===== src/rtl/instr_sequencer_pkg.sv =====
// Shared definitions for the program sequencer: widths, instruction field layout,
// state and mode encodings.
package instr_sequencer_pkg;

    localparam int unsigned INSTR_W       = 16;
    localparam int unsigned NIB_W         = 4;
    localparam int unsigned DEF_DEPTH     = 8;
    localparam int unsigned DEF_PC_W      = 3;
    localparam int unsigned DEF_EXEC_WAIT = 2;

    // Instruction field positions as seen by the datapath
    localparam int unsigned OPC_MSB = 15;
    localparam int unsigned OPC_LSB = 12;
    localparam int unsigned RD1_MSB = 11;
    localparam int unsigned RD1_LSB = 8;
    localparam int unsigned RD2_MSB = 7;
    localparam int unsigned RD2_LSB = 4;
    localparam int unsigned WR_MSB  = 3;
    localparam int unsigned WR_LSB  = 0;

    localparam logic [2:0] ST_IDLE  = 3'd0;
    localparam logic [2:0] ST_FETCH = 3'd1;
    localparam logic [2:0] ST_EXEC  = 3'd2;
    localparam logic [2:0] ST_WRITE = 3'd3;
    localparam logic [2:0] ST_PAUSE = 3'd4;
    localparam logic [2:0] ST_HALT  = 3'd5;

    typedef enum logic [2:0] {
        S_IDLE  = ST_IDLE,
        S_FETCH = ST_FETCH,
        S_EXEC  = ST_EXEC,
        S_WRITE = ST_WRITE,
        S_PAUSE = ST_PAUSE,
        S_HALT  = ST_HALT
    } state_e;

    typedef enum logic {
        MODE_RUN  = 1'b0,
        MODE_STEP = 1'b1
    } mode_e;

endpackage


===== src/rtl/instr_sequencer_mem.sv =====
// Program store: DEPTH x DATA_W words, synchronous write, asynchronous read.
module instr_mem #(
    parameter int unsigned DEPTH  = 8,
    parameter int unsigned ADDR_W = 3,
    parameter int unsigned DATA_W = 16
) (
    input  logic              clk,
    input  logic              we,
    input  logic [ADDR_W-1:0] waddr,
    input  logic [DATA_W-1:0] wdata,
    input  logic [ADDR_W-1:0] raddr,
    output logic [DATA_W-1:0] rdata
);

    logic [DATA_W-1:0] mem_q [DEPTH];

    always_ff @(posedge clk) begin
        if (we) begin
            mem_q[waddr] <= wdata;
        end
    end

    assign rdata = mem_q[raddr];

endmodule


===== src/rtl/instr_sequencer.sv =====
// Program sequencer: assembles 16-bit words from switch nibbles into a small program,
// then issues them to the datapath with a settle delay and a one-cycle write strobe.
module instr_sequencer
    import instr_sequencer_pkg::*;
#(
    parameter int unsigned DEPTH     = DEF_DEPTH,
    parameter int unsigned PC_W      = DEF_PC_W,
    parameter int unsigned EXEC_WAIT = DEF_EXEC_WAIT
) (
    input  logic               clk,
    input  logic               rst,
    input  logic               load_nibble,
    input  logic [3:0]         nibble,
    input  logic               run,
    input  logic               step,
    input  logic               clear,
    input  logic               alu_overflow,
    output logic [15:0]        instruction,
    output logic               write_pulse,
    output logic [PC_W-1:0]    pc,
    output logic [PC_W:0]      prog_len,
    output logic [1:0]         nib_cnt,
    output logic               busy,
    output logic               halted,
    output logic               done
);

    localparam int unsigned WAIT_W = $clog2(EXEC_WAIT + 1);
    localparam int unsigned ASM_W  = INSTR_W - NIB_W;

    state_e               state_q, state_d;
    mode_e                mode_q, mode_d;
    logic [PC_W-1:0]      pc_q, pc_d;
    logic [PC_W:0]        prog_len_q, prog_len_d;
    logic [1:0]           nib_cnt_q, nib_cnt_d;
    logic [ASM_W-1:0]     asm_q, asm_d;
    logic [WAIT_W-1:0]    wait_q, wait_d;
    logic [INSTR_W-1:0]   instr_q, instr_d;
    logic                 write_pulse_q, write_pulse_d;
    logic                 busy_q, busy_d;
    logic                 halted_q, halted_d;
    logic                 done_q, done_d;

    logic                 mem_we;
    logic [PC_W-1:0]      mem_waddr;
    logic [INSTR_W-1:0]   mem_wdata;
    logic [INSTR_W-1:0]   mem_rdata;

    logic                 prog_full;
    logic                 last_instr;

    assign prog_full  = (prog_len_q == (PC_W+1)'(DEPTH));
    assign last_instr = ({1'b0, pc_q} == (prog_len_q - (PC_W+1)'(1)));

    instr_mem #(
        .DEPTH  (DEPTH),
        .ADDR_W (PC_W),
        .DATA_W (INSTR_W)
    ) u_mem (
        .clk    (clk),
        .we     (mem_we),
        .waddr  (mem_waddr),
        .wdata  (mem_wdata),
        .raddr  (pc_q),
        .rdata  (mem_rdata)
    );

    always_ff @(posedge clk) begin
        if (rst) begin
            state_q       <= S_IDLE;
            mode_q        <= MODE_RUN;
            pc_q          <= '0;
            prog_len_q    <= '0;
            nib_cnt_q     <= '0;
            asm_q         <= '0;
            wait_q        <= '0;
            instr_q       <= '0;
            write_pulse_q <= 1'b0;
            busy_q        <= 1'b0;
            halted_q      <= 1'b0;
            done_q        <= 1'b0;
        end else begin
            state_q       <= state_d;
            mode_q        <= mode_d;
            pc_q          <= pc_d;
            prog_len_q    <= prog_len_d;
            nib_cnt_q     <= nib_cnt_d;
            asm_q         <= asm_d;
            wait_q        <= wait_d;
            instr_q       <= instr_d;
            write_pulse_q <= write_pulse_d;
            busy_q        <= busy_d;
            halted_q      <= halted_d;
            done_q        <= done_d;
        end
    end

    always_comb begin
        state_d       = state_q;
        mode_d        = mode_q;
        pc_d          = pc_q;
        prog_len_d    = prog_len_q;
        nib_cnt_d     = nib_cnt_q;
        asm_d         = asm_q;
        wait_d        = wait_q;
        instr_d       = instr_q;
        write_pulse_d = 1'b0;
        halted_d      = halted_q;
        done_d        = done_q;
        mem_we        = 1'b0;
        mem_waddr     = prog_len_q[PC_W-1:0];
        mem_wdata     = {asm_q, nibble};

        unique case (state_q)
            S_IDLE: begin
                // The fourth nibble goes straight into memory alongside the three held ones
                if (load_nibble && !prog_full) begin
                    asm_d = {asm_q[ASM_W-NIB_W-1:0], nibble};
                    if (nib_cnt_q == 2'd3) begin
                        mem_we     = 1'b1;
                        prog_len_d = prog_len_q + (PC_W+1)'(1);
                        nib_cnt_d  = 2'd0;
                    end else begin
                        nib_cnt_d  = nib_cnt_q + 2'd1;
                    end
                end
                if (clear) begin
                    done_d = 1'b0;
                end
                if ((run || step) && (prog_len_q != '0)) begin
                    state_d = S_FETCH;
                    mode_d  = run ? MODE_RUN : MODE_STEP;
                    pc_d    = '0;
                    done_d  = 1'b0;
                end
            end
            S_FETCH: begin
                instr_d = mem_rdata;
                wait_d  = WAIT_W'(EXEC_WAIT);
                state_d = S_EXEC;
            end
            S_EXEC: begin
                if (wait_q <= WAIT_W'(1)) begin
                    state_d       = S_WRITE;
                    write_pulse_d = 1'b1;
                end else begin
                    wait_d = wait_q - WAIT_W'(1);
                end
            end
            S_WRITE: begin
                if (alu_overflow) begin
                    state_d  = S_HALT;
                    halted_d = 1'b1;
                end else if (last_instr) begin
                    state_d = S_IDLE;
                    done_d  = 1'b1;
                    pc_d    = '0;
                end else begin
                    pc_d    = pc_q + PC_W'(1);
                    state_d = (mode_q == MODE_RUN) ? S_FETCH : S_PAUSE;
                end
            end
            S_PAUSE: begin
                if (run || step) begin
                    state_d = S_FETCH;
                    if (run) begin
                        mode_d = MODE_RUN;
                    end
                end else if (clear) begin
                    state_d = S_IDLE;
                    pc_d    = '0;
                end
            end
            S_HALT: begin
                if (clear) begin
                    state_d  = S_IDLE;
                    pc_d     = '0;
                    halted_d = 1'b0;
                end
            end
            default: begin
                state_d = S_IDLE;
            end
        endcase

        busy_d = (state_d == S_FETCH) || (state_d == S_EXEC) || (state_d == S_WRITE);
    end

    assign instruction = instr_q;
    assign write_pulse = write_pulse_q;
    assign pc          = pc_q;
    assign prog_len    = prog_len_q;
    assign nib_cnt     = nib_cnt_q;
    assign busy        = busy_q;
    assign halted      = halted_q;
    assign done        = done_q;

endmodule


===== config.mk =====
export PLATFORM = sky130hd
export DESIGN_NAME = instr_sequencer
export DESIGN_NICKNAME = d
export VERILOG_FILES = /design/src/rtl/instr_sequencer_pkg.sv /design/src/rtl/instr_sequencer_mem.sv /design/src/rtl/instr_sequencer.sv
export SDC_FILE = /design/constraint.sdc
export NUM_CORES = 1
export LEC_CHECK = 0
export BUFFER_PORTS_ARGS = -buffer_cell sky130_fd_sc_hd__buf_4
export CORE_UTILIZATION = 33
export CTS_CLUSTER_DIAMETER = 80
export DETAILED_ROUTE_END_ITERATION = 8
export SKIP_CTS_REPAIR_TIMING = 1
export SYNTH_ARGS = -nofsm -noshare
export SYNTH_HDL_FRONTEND = slang
export SYNTH_SLANG_ARGS = --single-unit

===== constraint.sdc =====
create_clock -name clk -period 4 [get_ports clk]
set_input_delay 0.4 -clock clk [delete_from_list [all_inputs] [get_ports clk]]
set_output_delay 0.4 -clock clk [all_outputs]
set_load 0.01 [all_outputs]

# --- Yosys cells after proc, flatten, opt, wreduce, memory -nomap -nowiden ---
# Memories as Yosys holds them, arrays and structs flattened. A register that Yosys moved wholly into a read port is not among the register bits.
# Index checks and enable logic that the tools add are counted.
totals:
  out_inout_bits: 29
  mem_count: 1
  latch_bits: 0
  mem_bits_ro: 0
  wordCells: 96
  mem_bits_rw: 128
  in_bits: 11
  register_bits: 31
classes:
  mux: 35
  n_bitwise: 1
  n_addsub: 5
  div: 0
  order_cmp: 1
  shifts: 0
  n_eq_ne: 21
  n_reduce_logical: 21
  multipliers: 0
memory_table:
  columns: ["name", "depth", "width", "read_ports", "rd_ports_with_merged_regs", "wr", "line_no", "rtl"]
  rows:
  - ["u_mem.mem_q", 8, 16, 1, 1, 1, "instr_sequencer_mem.sv:15", "logic [DATA_W-1:0] mem_q [DEPTH];"]
ops:
  columns: ["op", "n"]
  rows:
  - ["$mux W3", 12]
  - ["$ne A2 B2 Y1 const B", 9]
  - ["$pmux W3 S6", 1]
  - ["$mux W1", 15]
  - ["$eq A3 B2 Y1 const B", 4]
  - ["$pmux W3 S4", 1]
  - ["$reduce_and A4 Y1", 3]
  - ["$reduce_bool A2 Y1", 4]
  - ["$reduce_bool A4 Y1", 2]
  - ["$eq A3 B1 Y1 const B", 2]
  - ["$eq A3 B3 Y1 const B", 2]
  - ["$pmux W1 S2", 3]
  - ["$reduce_and A3 Y1", 2]
  - ["$add A4 B1 Y4 const B", 1]
  - ["$eq A3 B4 Y1", 1]
  - ["$eq A4 B4 Y1 const B", 1]
  - ["$mux W2", 2]
  - ["$pmux W2 S2", 1]
  - ["$reduce_and A2 Y1", 2]
  - ["$sub A4 B1 Y4 const B", 1]
  - ["$add A3 B1 Y3 const B", 1]
  - ["$logic_not A3 Y1", 1]
  - ["$logic_or A1 B1 Y1", 3]
  - ["$ne A3 B3 Y1 const B", 1]
  - ["8 further kinds", 9]

# --- Logic depth before layout (Yosys ltp) ---
depth:
  word_depth: 8
  ltp_mapped: 9
  depth_no_buf: 7

# --- Modules after synthesis ---
# A second synthesis with hierarchy kept.
unflattened:
  hier_cells: 446
  hier_area_um2: 7046.8
modules_own_cells:
  columns: ["module", "seq_area_each_um2", "instances", "area_each_um2", "cells_per_inst"]
  rows:
  - ["instr_mem", 3843.7, 1, 4973.5, 198]
  - ["instr_sequencer", 940.9, 1, 2073.2, 248]

# --- Least setup slack after synthesis ---
# OpenSTA, ideal clock, no wires.
synth_path:
  path_kind: "register -> register"
  start: "register prog_len_q[0] (netlist: prog_len[0])"
  end: "memory u_mem.mem_q[4][0] (enable)"
  slack_ns: 0.315
  path_stages_with_launch: 9
  period_less_slack_ns: 3.685
  required_ns: 3.564
  arrival_ns: 3.249
  setup_ns: 0.436
  path_buffers: 2
  cell_sequence: "dfxtp_1 clkbuf_1 inv_1 ha_1 nand3b_1 and2_1 buf_2 nand2_2 nor4b_1"
synth_via:
  elab_chain_cells: 7
synth_rtl:
  columns: ["item", "line_no", "rtl"]
  rows:
  - ["start, declared", "instr_sequencer.sv:34", "logic [PC_W:0] prog_len_q, prog_len_d;"]
  - ["start signal, assigned", "instr_sequencer.sv:86", "prog_len_q <= prog_len_d;"]
  - ["$eq A4 B4 Y1", "instr_sequencer.sv:52", "assign prog_full = (prog_len_q == (PC_W+1)'(DEPTH));"]
  - ["$logic_not A1 Y1", "instr_sequencer.sv:117", "if (load_nibble && !prog_full) begin"]
  - ["$logic_and A1 B1 Y1", "instr_sequencer.sv:117", null]
  - ["$mux W1", "instr_sequencer.sv:117", null]
  - ["$mux W1", "instr_sequencer.sv:114", "unique case (state_q)"]
  - ["$mux W1", "instr_sequencer_mem.sv:18", "if (we) begin"]
  - ["$mux W1 (not written as such)", "instr_sequencer_mem.sv:19", "mem_q[waddr] <= wdata;"]
  - ["end, declared", "instr_sequencer_mem.sv:15", null]
# Several ways; a longest one is shown, not always the timed one.

# --- Worst setup path after layout ---
layout_path:
  start: "register prog_len_q[0] (netlist: prog_len[0])"
  end: "memory u_mem.mem_q[4][10] (enable)"
# Same word-level chain as after synthesis.

==> impl_metrics.json <==
{
  "hp-start": "nibble[1]",
  "finalHoldViolCount": 0,
  "nNetsFinal": 496,
  "n_antenna_cell": 0,
  "clockBufferDepth": 2,
  "grt_max_degree": 47,
  "clk_pin_slew_ns": 0.07,
  "maxCapViolations": 0,
  "slew_headroom_pct": 26.3,
  "dp_hpwl_mm": 8.68,
  "cts-root-buf": "clkbuf_16",
  "insertion_delay_ns": 0.42,
  "met2_length_mm": 6.78,
  "synth-main-ff-cell": "edfxtp_1",
  "worst_pin_slew_ns": 1.10,
  "ys_warn_count": 0,
  "fmax_mhz": 352,
  "antenna_found_initial": 0,
  "switching_share_pct": 20.4,
  "die_area_mm2": 0.0215,
  "layout-drive-gt1-share_pct": 27.6,
  "dr.pass1.iters": 4,
  "startpoint": "prog_len[0]",
  "min_period_over_period_pct": 71.0,
  "synth-edff-count": 128,
  "wire_per_inst_um": 17.9,
  "rows": 52,
  "grt_overflow": 0,
  "synth_cell_types": 55,
  "grt_pass1_wl_mm": 21.7,
  "dieHeight_um": 147,
  "grt_use_total_pct": 13.5,
  "r2r_start": "prog_len[0]",
  "num_vias": 3753,
  "fin_crit_ns": 2.84,
  "netlist_instances": 433,
  "peakVddDrop_mv": 0.330,
  "routed-wl-met3_um": 593,
  "vias_per_cell": 4.93,
  "hold_path_class": "in2reg",
  "synth_fp_nets": 450,
  "ioPinCount": 40,
  "syn_to_final_growth_pct": 17.7,
  "start_kind": "register",
  "drv_slew": 0,
  "crit_fanout": 16,
  "power.net_switching_uw": 742,
  "p_clk_share_pct": 43.9,
  "hold_slack_ns": 0.219,
  "syn_area_mm2": 0.00692,
  "drc": 0,
  "tritoncts.num_buffers": 17,
  "rsz0062_at_grt": "no",
  "io_buffers": 39,
  "wl_met1_mm": 6.00,
  "setup_viol": 0,
  "tns_ns": 0,
  "drt_iter0_drc": 198,
  "internal_power_mw": 2.90,
  "grt_pass1_vias": 3964,
  "start_util_pct": 34.0,
  "power_density_mw_per_mm2": 447,
  "seqPwrFrac_pct": 54.0,
  "h-tree-depth": 4,
  "worstSetupPathType": "reg2reg",
  "routed.top_layer": "met4",
  "status": "complete, no violations",
  "place.gp.congestion": 0.816,
  "power.leakage_nw": 2.58,
  "die_w_um": 147,
  "cp.arrival_ns": 2.93,
  "cp.required_ns": 4.09,
  "fin_skew_ns": 0.00847,
  "yosysSeqAreaShare_pct": 69.2,
  "clock-sinks": 175,
  "core_mm2": 0.0204,
  "cts_tree": "done",
  "drtAntennaViolNets": 0,
  "endpoint_kind": "register",
  "drt-total-wl_mm": 13.7,
  "async_flop_share_pct": 0,
  "synth-seq-cells": 175,
  "avgSynthCellArea_um2": 16.0,
  "comb_power_share_pct": 2.1
}
[through the flow]
stage	area (um^2)	setup slack (ns)	total power, mW	std cells	util [%]
after floorplan	6920	0.315	2.05	433	-
after global placement	7570	1.30	2.08	730	37.2
after detailed placement	7570	1.15	2.09	730	37.2
after CTS	8140	1.13	3.68	762	40.0
after global routing	8140	0.868	3.77	762	40.0
final	8140	1.16	3.64	762	40.0
[cell type report]
type,count,area [um^2]
Fill cell,1832,12200
Inverter,9,33.8
Tap cell,270,338
Multi-Input combinational cell,222,2010
Clock buffer,19,433
Sequential cell,175,4790
Timing Repair Buffer,54,405
Clock inverter,13,141
[synthesized netlist by cell type (2+ instances only)]
master | number | area [um^2]
edfxtp_1 | 128 | 3840
nor2_1 | 31 | 116
mux2i_1 | 17 | 170
or3_1 | 2 | 12.5
and2_1 | 3 | 18.8
mux4_2 | 32 | 721
buf_6 | 2 | 22.5
nand3b_1 | 3 | 22.5
dfxtp_1 | 47 | 941
o21a_1 | 2 | 15.0
clkbuf_1 | 13 | 48.8
ha_1 | 6 | 75.1
xnor2_1 | 6 | 52.6
buf_4 | 3 | 22.5
nand2_1 | 35 | 131
inv_1 | 8 | 30.0
buf_2 | 8 | 40.0
a21oi_1 | 23 | 115
nor4_1 | 3 | 18.8
nor3_1 | 6 | 30.0
nor3b_1 | 2 | 15.0
a211oi_1 | 16 | 120
nor3_2 | 3 | 30.0
nand4_1 | 2 | 12.5
nor2b_1 | 2 | 12.5
[placed cells by master (no fill, tap or decap), types with 16 or more instances in the layout]
master	count
a211oi_1	16
a21oi_1	23
buf_4	54
clkbuf_16	17
dfxtp_1	46
edfxtp_1	128
mux2i_1	17
mux4_2	32
nand2_1	35
nor2_1	31
[layer usage]
layer | vias to the layer above | global-route usage [%]
li1 | 1764 | -
met5 | - | 0
met1 | 1881 | 17.0
met4 | 0 | 5.99
met3 | 24 | 3.54
met2 | 84 | 21.9
[cells by family after synthesis]
kind of cell	count (synthesis)	share of synthesized area, %
multiplexers	49	12.9
AND/OR/NAND/NOR	105	7.91
XOR/XNOR	8	1.23
buffers and inverters	36	2.48
AO/OA/AOI/OAI	54	5.23
flip-flops	175	69.2
adder cells (fa/ha/maj)	6	1.09
[worst paths after layout]
check	slack, ns	cells past startpoint	to
setup / recovery	1.16	7	u_mem.mem_q[4][10]
hold / removal	0.22	1	u_mem.mem_q[6][1]
hold reg to reg	0.49	2	done
setup reg to reg	1.16	7	u_mem.mem_q[4][10]
[flip-flops by register name (all words and copies together), names as in the netlist]
register / flops
wait_q: 2
done: 1
halted: 1
instruction: 16
asm_q: 12
write_pulse: 1
pc: 3
prog_len: 4
mode_q: 1
busy: 1
state_q: 3
u_mem.mem_q: 128
nib_cnt: 2
[power by group through the flow]
stage	Sequential (mW)	Clock [mW]	Combinational, mW
floorplan	2.00	0	0.0424
global placement	2.01	0	0.0746
detailed placement	2.01	0	0.0763
CTS	1.97	1.63	0.0768
global route	1.97	1.71	0.0845
finish	1.97	1.60	0.0752
[critical path: stages (launching register included)]
cell and delay [ns]:
dfxtp_1 0.60, inv_1 0.23, ha_1 0.27, nand3b_1 0.12, and2_1 0.49, nand2_2 0.21, nor4b_2 0.25, buf_4 0.34
Note: power is estimated with default switching activity, not from simulation.
